**config.mk**
```make
export PLATFORM = sky130hd
export DESIGN_NAME = core_lsu_dm_arb
export DESIGN_NICKNAME = d
export VERILOG_FILES = /design/src/rtl/core_lsu_dm_arb.sv
export SDC_FILE = /design/constraint.sdc
export NUM_CORES = 1
export LEC_CHECK = 0
export CAP_MARGIN = 15
export CORE_MARGIN = 2
export CORE_UTILIZATION = 42
export DETAILED_ROUTE_END_ITERATION = 10
export PLACE_DENSITY = 0.81
export SYNTH_ARGS = -nofsm -noshare
export SYNTH_HDL_FRONTEND = slang
export SYNTH_SLANG_ARGS = --single-unit
```
**constraint.sdc**
```tcl
create_clock -name clk -period 11.75 [get_ports clk]
set_input_delay 3.525 -clock clk [delete_from_list [all_inputs] [get_ports clk]]
set_output_delay 3.525 -clock clk [all_outputs]
set_load 0.1 [all_outputs]
```
**src/rtl/core_lsu_dm_arb.sv**
```systemverilog
// core_lsu_dm_arb: in-order arbiter of the two LSU M2 pipes onto the dram-manager we/op channels.
// Pipe 0 is older and always wins; done_q tracks per-pipe completion while the group is stalled.
module core_lsu_dm_arb #(
    parameter int ADDR_W = 32
) (
    input  logic                   clk,
    input  logic                   rst,
    input  logic                   stall_i,
    input  logic                   flush_i,
    input  logic [1:0]             req_valid_i,
    input  logic [1:0][2:0]        req_op_i,
    input  logic [1:0]             req_uncached_i,
    input  logic [1:0][ADDR_W-1:0] req_addr_i,
    input  logic [1:0][31:0]       req_wdata_i,
    input  logic [1:0][3:0]        req_strobe_i,
    output logic                   busy_o,
    output logic [1:0]             done_o,
    output logic [1:0][31:0]       rdata_o,
    output logic                   dm_we_valid_o,
    input  logic                   dm_we_ready_i,
    output logic                   dm_op_valid_o,
    input  logic                   dm_op_ready_i,
    output logic [ADDR_W-1:0]      dm_addr_o,
    output logic [31:0]            dm_wdata_o,
    output logic [3:0]             dm_strobe_o,
    output logic [2:0]             dm_op_o,
    output logic                   dm_uncached_o,
    input  logic [31:0]            dm_rdata_i
);
    localparam logic [1:0] IDLE  = 2'd0;
    localparam logic [1:0] ISSUE = 2'd1;
    localparam logic [1:0] HOLD  = 2'd2;
    localparam logic [1:0] DRAIN = 2'd3;

    logic [1:0]        state_q, state_d;
    logic [1:0]        done_q;
    logic [1:0][31:0]  rdata_q;
    logic [ADDR_W-1:0] d_addr;
    logic [31:0]       d_wdata;
    logic [3:0]        d_strobe;
    logic [2:0]        d_op;
    logic              d_unc, d_we;

    logic       draining, any, grant, g_we, valid_any, complete_now, enter_drain;
    logic [1:0] pending, complete_mask;

    // rst gates pending so a reset mid-handshake withdraws the valid immediately
    assign draining      = state_q == DRAIN;
    assign pending       = req_valid_i & ~done_q & {2{~rst}};
    assign any           = |pending;
    assign grant         = ~pending[0];
    assign g_we          = req_op_i[grant] == 3'd1;
    assign dm_we_valid_o = draining ? d_we : any & g_we;
    assign dm_op_valid_o = draining ? ~d_we : any & ~g_we;
    assign valid_any     = dm_we_valid_o | dm_op_valid_o;
    assign complete_now  = (dm_we_valid_o & dm_we_ready_i) | (dm_op_valid_o & dm_op_ready_i);
    assign complete_mask = (complete_now & ~draining) ? (2'b01 << grant) : 2'b00;
    assign enter_drain   = ~draining & flush_i & valid_any & ~complete_now;

    assign dm_addr_o     = draining ? d_addr   : any ? req_addr_i[grant]     : '0;
    assign dm_wdata_o    = draining ? d_wdata  : any ? req_wdata_i[grant]    : '0;
    assign dm_strobe_o   = draining ? d_strobe : any ? req_strobe_i[grant]   : '0;
    assign dm_op_o       = draining ? d_op     : any ? req_op_i[grant]       : '0;
    assign dm_uncached_o = draining ? d_unc    : any & req_uncached_i[grant];

    assign busy_o  = draining | |(pending & ~complete_mask);
    assign done_o  = done_q;
    assign rdata_o = rdata_q;

    always_comb begin
        state_d = draining ? (complete_now ? IDLE : DRAIN) :
                  flush_i ? (enter_drain ? DRAIN : IDLE) :
                  |(pending & ~complete_mask) ? ISSUE :
                  (stall_i & (complete_now | state_q == HOLD)) ? HOLD : IDLE;
    end

    always_ff @(posedge clk or posedge rst) begin
        if (rst) begin
            state_q  <= IDLE;
            done_q   <= '0;
            rdata_q  <= '0;
            d_addr   <= '0;
            d_wdata  <= '0;
            d_strobe <= '0;
            d_op     <= '0;
            d_unc    <= 1'b0;
            d_we     <= 1'b0;
        end else begin
            state_q <= state_d;
            done_q  <= (flush_i | ~stall_i | draining) ? 2'b00 : done_q | complete_mask;
            if (complete_mask != 2'b00 && !g_we && req_op_i[grant] == 3'd0 && req_uncached_i[grant])
                rdata_q[grant] <= dm_rdata_i;
            if (enter_drain) begin
                d_addr   <= dm_addr_o;
                d_wdata  <= dm_wdata_o;
                d_strobe <= dm_strobe_o;
                d_op     <= dm_op_o;
                d_unc    <= dm_uncached_o;
                d_we     <= dm_we_valid_o;
            end
        end
    end
endmodule

```
### Yosys cells after proc, flatten, opt, wreduce, memory -nomap -nowiden

Index checks and enable logic that the tools add are counted.

* register bits after elaboration: 141
* bits of input ports: 184
* output and inout bits: 141
* word-level logic and storage cells: 86

* order comparisons: 2
* eq/ne operators: 3
* shifts and indexed selects: 1
* mux-type cells: 32
* bitwise operators: 29
* reductions and logical operators: 9

Operator list (number)
* 2-to-1 mux 32 bit: 9
* bitwise mux 64 bit: 1
* demux 32 bit (select 1 bit): 1
* 2-to-1 mux 2 bit: 8
* 2-to-1 mux 4 bit: 4
* 2-to-1 mux 3 bit: 4
* bitwise AND 1 bit: 10
* inverter 1 bit: 7
* bitwise AND 2 bit: 3
* bitwise OR 1 bit: 6
* 2-to-1 mux 1 bit: 5
* == test 2 bit (second input constant): 2
* logical AND 1 bit: 4
* inverter 2 bit: 2
* OR reduction 2 bit: 2
* == test 3 x 1 -> 1 bit (second input constant): 1
* zero test 3 bit: 1
* < comparator 1 x 2 -> 1 bit (second input constant): 1
* bitwise OR 2 bit: 1
* nonzero test 2 bit: 1
* left shift 1 x 1 -> 2 bit (first input constant): 1
* >= comparator 1 bit (second input constant): 1
* zero test 1 bit: 1

### Depth between registers and ports, before layout

* word-level depth: 20
* mapped depth: 7
* depth with buffers taken out: 5

### Worst setup path before layout

OpenSTA, ideal clock, no wires.

* kind: input -> output
* start: input rst
* end: output busy_o
* data arrival time: 9369 ps
* data required time: 8225 ps
* setup slack: -1144 ps
* stages on the path: 3
* path buffers: 0
* cell sequence: inv_1 -> nand2_1 -> o21ai_0

* word-level cells in the longest chain between the ends: 16
* elaborated cells between the ends (all ways): 22
* those cells by class: eq/ne: 1; shift: 1; mux: 5; bitwise: 13; reduce/logical: 2

Ends and longest elaborated chain
* start: declaration: RTL line 7 `input logic rst,`
* inverter 1 bit *: RTL line 49 `assign pending = req_valid_i & ~done_q & {2{~rst}};`
* bitwise AND 2 bit *: RTL line 49
* 2-to-1 mux 3 bit (not written as such) (2 in series): RTL line 52 `assign g_we = req_op_i[grant] == 3'd1;`
* == test 3 x 1 -> 1 bit: RTL line 52
* inverter 1 bit: RTL line 54 `assign dm_op_valid_o = draining ? ~d_we : any & ~g_we;`
* bitwise AND 1 bit: RTL line 54
* 2-to-1 mux 1 bit: RTL line 54
* bitwise AND 1 bit: RTL line 56 `assign complete_now = (dm_we_valid_o & dm_we_ready_i) | (dm_op_valid_o & dm_op_ready_i);`
* bitwise OR 1 bit: RTL line 56
* bitwise AND 1 bit: RTL line 57 `assign complete_mask = (complete_now & ~draining) ? (2'b01 << grant) : 2'b00;`
* 2-to-1 mux 2 bit: RTL line 57
* inverter 2 bit: RTL line 66 `assign busy_o = draining | |(pending & ~complete_mask);`
* bitwise AND 2 bit *: RTL line 66
* OR reduction 2 bit *: RTL line 66
* bitwise OR 1 bit *: RTL line 66
* end: declaration: RTL line 16 `output logic busy_o,`

Every way passes the cells marked *; elsewhere a longest branch is shown, timed or not. The select of a mux whose other input is x is not followed.

### Final worst setup path

* start: input rst
* end: output dm_addr_o[31]

* word-level cells in the longest chain between the ends: 6
* elaborated cells between the ends (all ways): 7
* those cells by class: mux: 4; bitwise: 2; reduce/logical: 1

Ends and longest elaborated chain
* inverter 1 bit *: RTL line 49
* bitwise AND 2 bit *: RTL line 49
* 2-to-1 mux 32 bit (not written as such) (2 in series): RTL line 60 `assign dm_addr_o = draining ? d_addr : any ? req_addr_i[grant] : '0;`
* 2-to-1 mux 32 bit * (2 in series): RTL line 60
* end: declaration: RTL line 23 `output logic [ADDR_W-1:0] dm_addr_o,`

Marks and branches as above.

==> results.sh <==
export IMPL_peakVddDrop_mv=0.112
export IMPL_initial_core_util=0.426
export IMPL_tightest_slew_ns=1.10
export IMPL_ant_nets=0
export IMPL_syn_inst=581
export IMPL_synth_edf_count=0
export IMPL_synth_nets=765
export IMPL_final_cell_mix="323 x clkdlybuf4s50_1, 141 x dfrtp_1, 110 x mux2_2"
export IMPL_stdcell_count=1128
export IMPL_grt_pass1_vias=5937
export IMPL_clock_fmax_mhz=97.5
export IMPL_ys_top_cells_by_area="dfrtp_1 50%, mux2_2 18%, mux2i_1 10%"
export IMPL_place_gp_congestion=0.800
export IMPL_final_common_cell="clkdlybuf4s50_1"
export IMPL_synth_top_area_cell="dfrtp_1"
export IMPL_synth_warning_count=0
export IMPL_hold_violations=0
export IMPL_fin_crit_sh=0.873
export IMPL_fin_tns_setup_ns=0
export IMPL_slowest_delay_ns=1.19
export IMPL_critPathRequiredTime_ns=8.23
export IMPL_slew_violations=0
export IMPL_die_area_mm2=0.0177
export IMPL_critPathCapture="dm_addr_o[31]"
export IMPL_grt_usage=0.237
export IMPL_p_leak_nw=4.70
export IMPL_nets=1079
export IMPL_drt_iter0_markers=296
export IMPL_clock_skew_final_ns=0.00642
export IMPL_grt_pass1_wl_um=32700
export IMPL_wl_per_cell_um=18.4
export IMPL_syn_area_per_cell_um2=12.0
export IMPL_rsz0062_at_grt="false"
export IMPL_post_place_cells=1096
export IMPL_grt_max_degree=144
export IMPL_clock_latency_ns=0.42
export IMPL_drc=0
export IMPL_cts_resized=0
export IMPL_crit_type="input port to output port"
export IMPL_port_buffers=324
export IMPL_antennaDiodeCount=0
export IMPL_setup_violations_final=0
export IMPL_synth_cell_types=35
export IMPL_ios=325
export IMPL_crit_fanout=42
export IMPL_cts_tree="built"
export IMPL_die_w_um=133
export IMPL_drive_gt1_frac=0.180
export IMPL_routed_wl_um=20700
export IMPL_critPathLaunchType="input port"
export IMPL_hp_class="flop to flop"
export IMPL_p_total_w=0.00208
export IMPL_r2r_start="done_o[0]$_DFF_PP0_"
export IMPL_cts_made_buffers=17
export IMPL_status="completed"
export IMPL_die_height_um=133
export IMPL_cts_hold_buffers=0
export IMPL_clock_sinks=141
export IMPL_critical_path_slowest_cell="clkdlybuf4s50_1"
export IMPL_r2r_slack_ns=7.84
export IMPL_root_buffer="clkbuf_16"
export IMPL_post_cts_buffers=0
export IMPL_drt_first_pass_iters=4
export IMPL_synth_flop_cell="dfrtp_1"
export IMPL_critical_path_startpoint="rst"
export IMPL_clk_path_buf_depth=2
export IMPL_syn2layout_area_growth_pct=57.3
export IMPL_synth_async_sr_flop_share=1.00
export IMPL_row_count=47
export IMPL_reg2regPathDepth=7
export IMPL_core_mm2=0.0164
export IMPL_relSlewSlack=0.265
export IMPL_path_cells="clkdlybuf4s50_1, nor3b_4, buf_4, mux2i_1, o21ai_0, clkdlybuf4s50_1"
export IMPL_clkTransAtPathRegs_ns=0.06
export IMPL_ys_ff_latch=141
export IMPL_vias=5759
export IMPL_hpwl_um=14700
export IMPL_regToRegEndpoint="d_wdata[30]$_DFFE_PP0P_"
export IMPL_yosysTopAreaCellShare=0.504
export IMPL_htree_levels=4
export IMPL_critical_path_arrival_ns=6.73
export IMPL_endpoint_kind="output port"
export IMPL_grt_ovfl_total=0
export IMPL_cp_common_cell="clkdlybuf4s50_1"
export IMPL_period_needed_ns=10.25
export IMPL_avgViaCountPerCell=5.11
export IMPL_synth_area_mm2=0.00700
export IMPL_power_density_mw_per_mm2=189
export IMPL_maxCapViolations=0
export IMPL_antenna_found_initial=0
export IMPL_seq_area_frac_synth=0.504
## state kept, by name (all words and copies together), names as in the netlist
signal / count
rdata_o: 64
d_addr: 32
d_wdata: 32
d_strobe: 4
d_op: 3
done_o: 2
state_q: 2
d_unc: 1
d_we: 1
## worst max-delay path: cells and delay by family
| family | cells | cell delay (ns) |
|---|---|---|
| compound gates | 1 | 0.26 |
| buf+inv | 3 | 2.38 |
| mux | 1 | 0.26 |
| simple gates | 1 | 0.27 |
## layer usage
| metal | track usage | part of all wire | up-vias | wire length, um |
|---|---|---|---|---|
| li1 | - | - | 2716 | - |
| met1 | 0.293 | 0.41 | 2794 | 8470 |
| met2 | 0.387 | 0.49 | 214 | 10100 |
| met3 | 0.0789 | 0.079 | 35 | 1630 |
| met4 | 0.0866 | 0.025 | 0 | 525 |
| met5 | 0 | 0 | - | 0 |
## layout make-up
type | instances | area [um^2]
tap | 220 | 275
fill | 1260 | 5400
clock buffer | 19 | 443
multi-input combinational | 402 | 3270
timing repair buffer | 332 | 3310
sequential | 141 | 3530
clock inverter | 13 | 166
inverter | 1 | 7.51
## metrics by stage
stage                     cell area, um^2  utilization  setup WS, ns  hold slack [ns]
after floorplan                      7010            -         0.230            0.464
after global placement              10400        0.634          1.54            0.468
after detailed placement            10400        0.634          1.49            0.474
after CTS                           11000        0.671          1.47            0.487
after global routing                11000        0.671          1.30            0.500
final                               11000        0.671          1.50            0.481
## synthesized netlist by cell type, types with 2 or more instances
master	number
nand2_1	78
buf_2	7
buf_4	8
a21oi_1	6
clkbuf_1	16
dfrtp_1	141
nor2b_1	2
o21ba_2	2
mux2_2	110
o21ai_0	73
nor2_1	5
a31oi_1	2
mux2i_1	72
nor3_1	2
nand3_1	3
and4_1	2
buf_6	6
nand2b_1	2
mux2_1	27
a211oi_4	2
## cell families after synthesis
group | count (synthesis) | share of synthesized area
DFF | 141 | 0.504
and+or+nand+nor | 103 | 0.0660
AOI/OAI and AO/OA | 90 | 0.0739
muxes | 209 | 0.323
buffers and inverters | 38 | 0.0324
## report_power, final
part	switching, W	internal (W)
Clock	0.000207	0.000340
Sequential	0.0000502	0.000588
Combinational	0.000634	0.000264
## worst min path at each step
stage / startpoint / to / slack (ns) / depth (start not counted)
global route: rdata_o[37]$_DFFE_PP0P_ / rdata_o[37]$_DFFE_PP0P_ / 0.50 / 1
global placement: rdata_o[29]$_DFFE_PP0P_ / rdata_o[29]$_DFFE_PP0P_ / 0.47 / 1
finish: rdata_o[3]$_DFFE_PP0P_ / rdata_o[3]$_DFFE_PP0P_ / 0.48 / 1
CTS: rdata_o[3]$_DFFE_PP0P_ / rdata_o[3]$_DFFE_PP0P_ / 0.49 / 1
floorplan: d_addr[15]$_DFFE_PP0P_ / d_addr[15]$_DFFE_PP0P_ / 0.46 / 1
detailed placement: rdata_o[3]$_DFFE_PP0P_ / rdata_o[3]$_DFFE_PP0P_ / 0.47 / 1
Power figures use the tool's default switching activity.
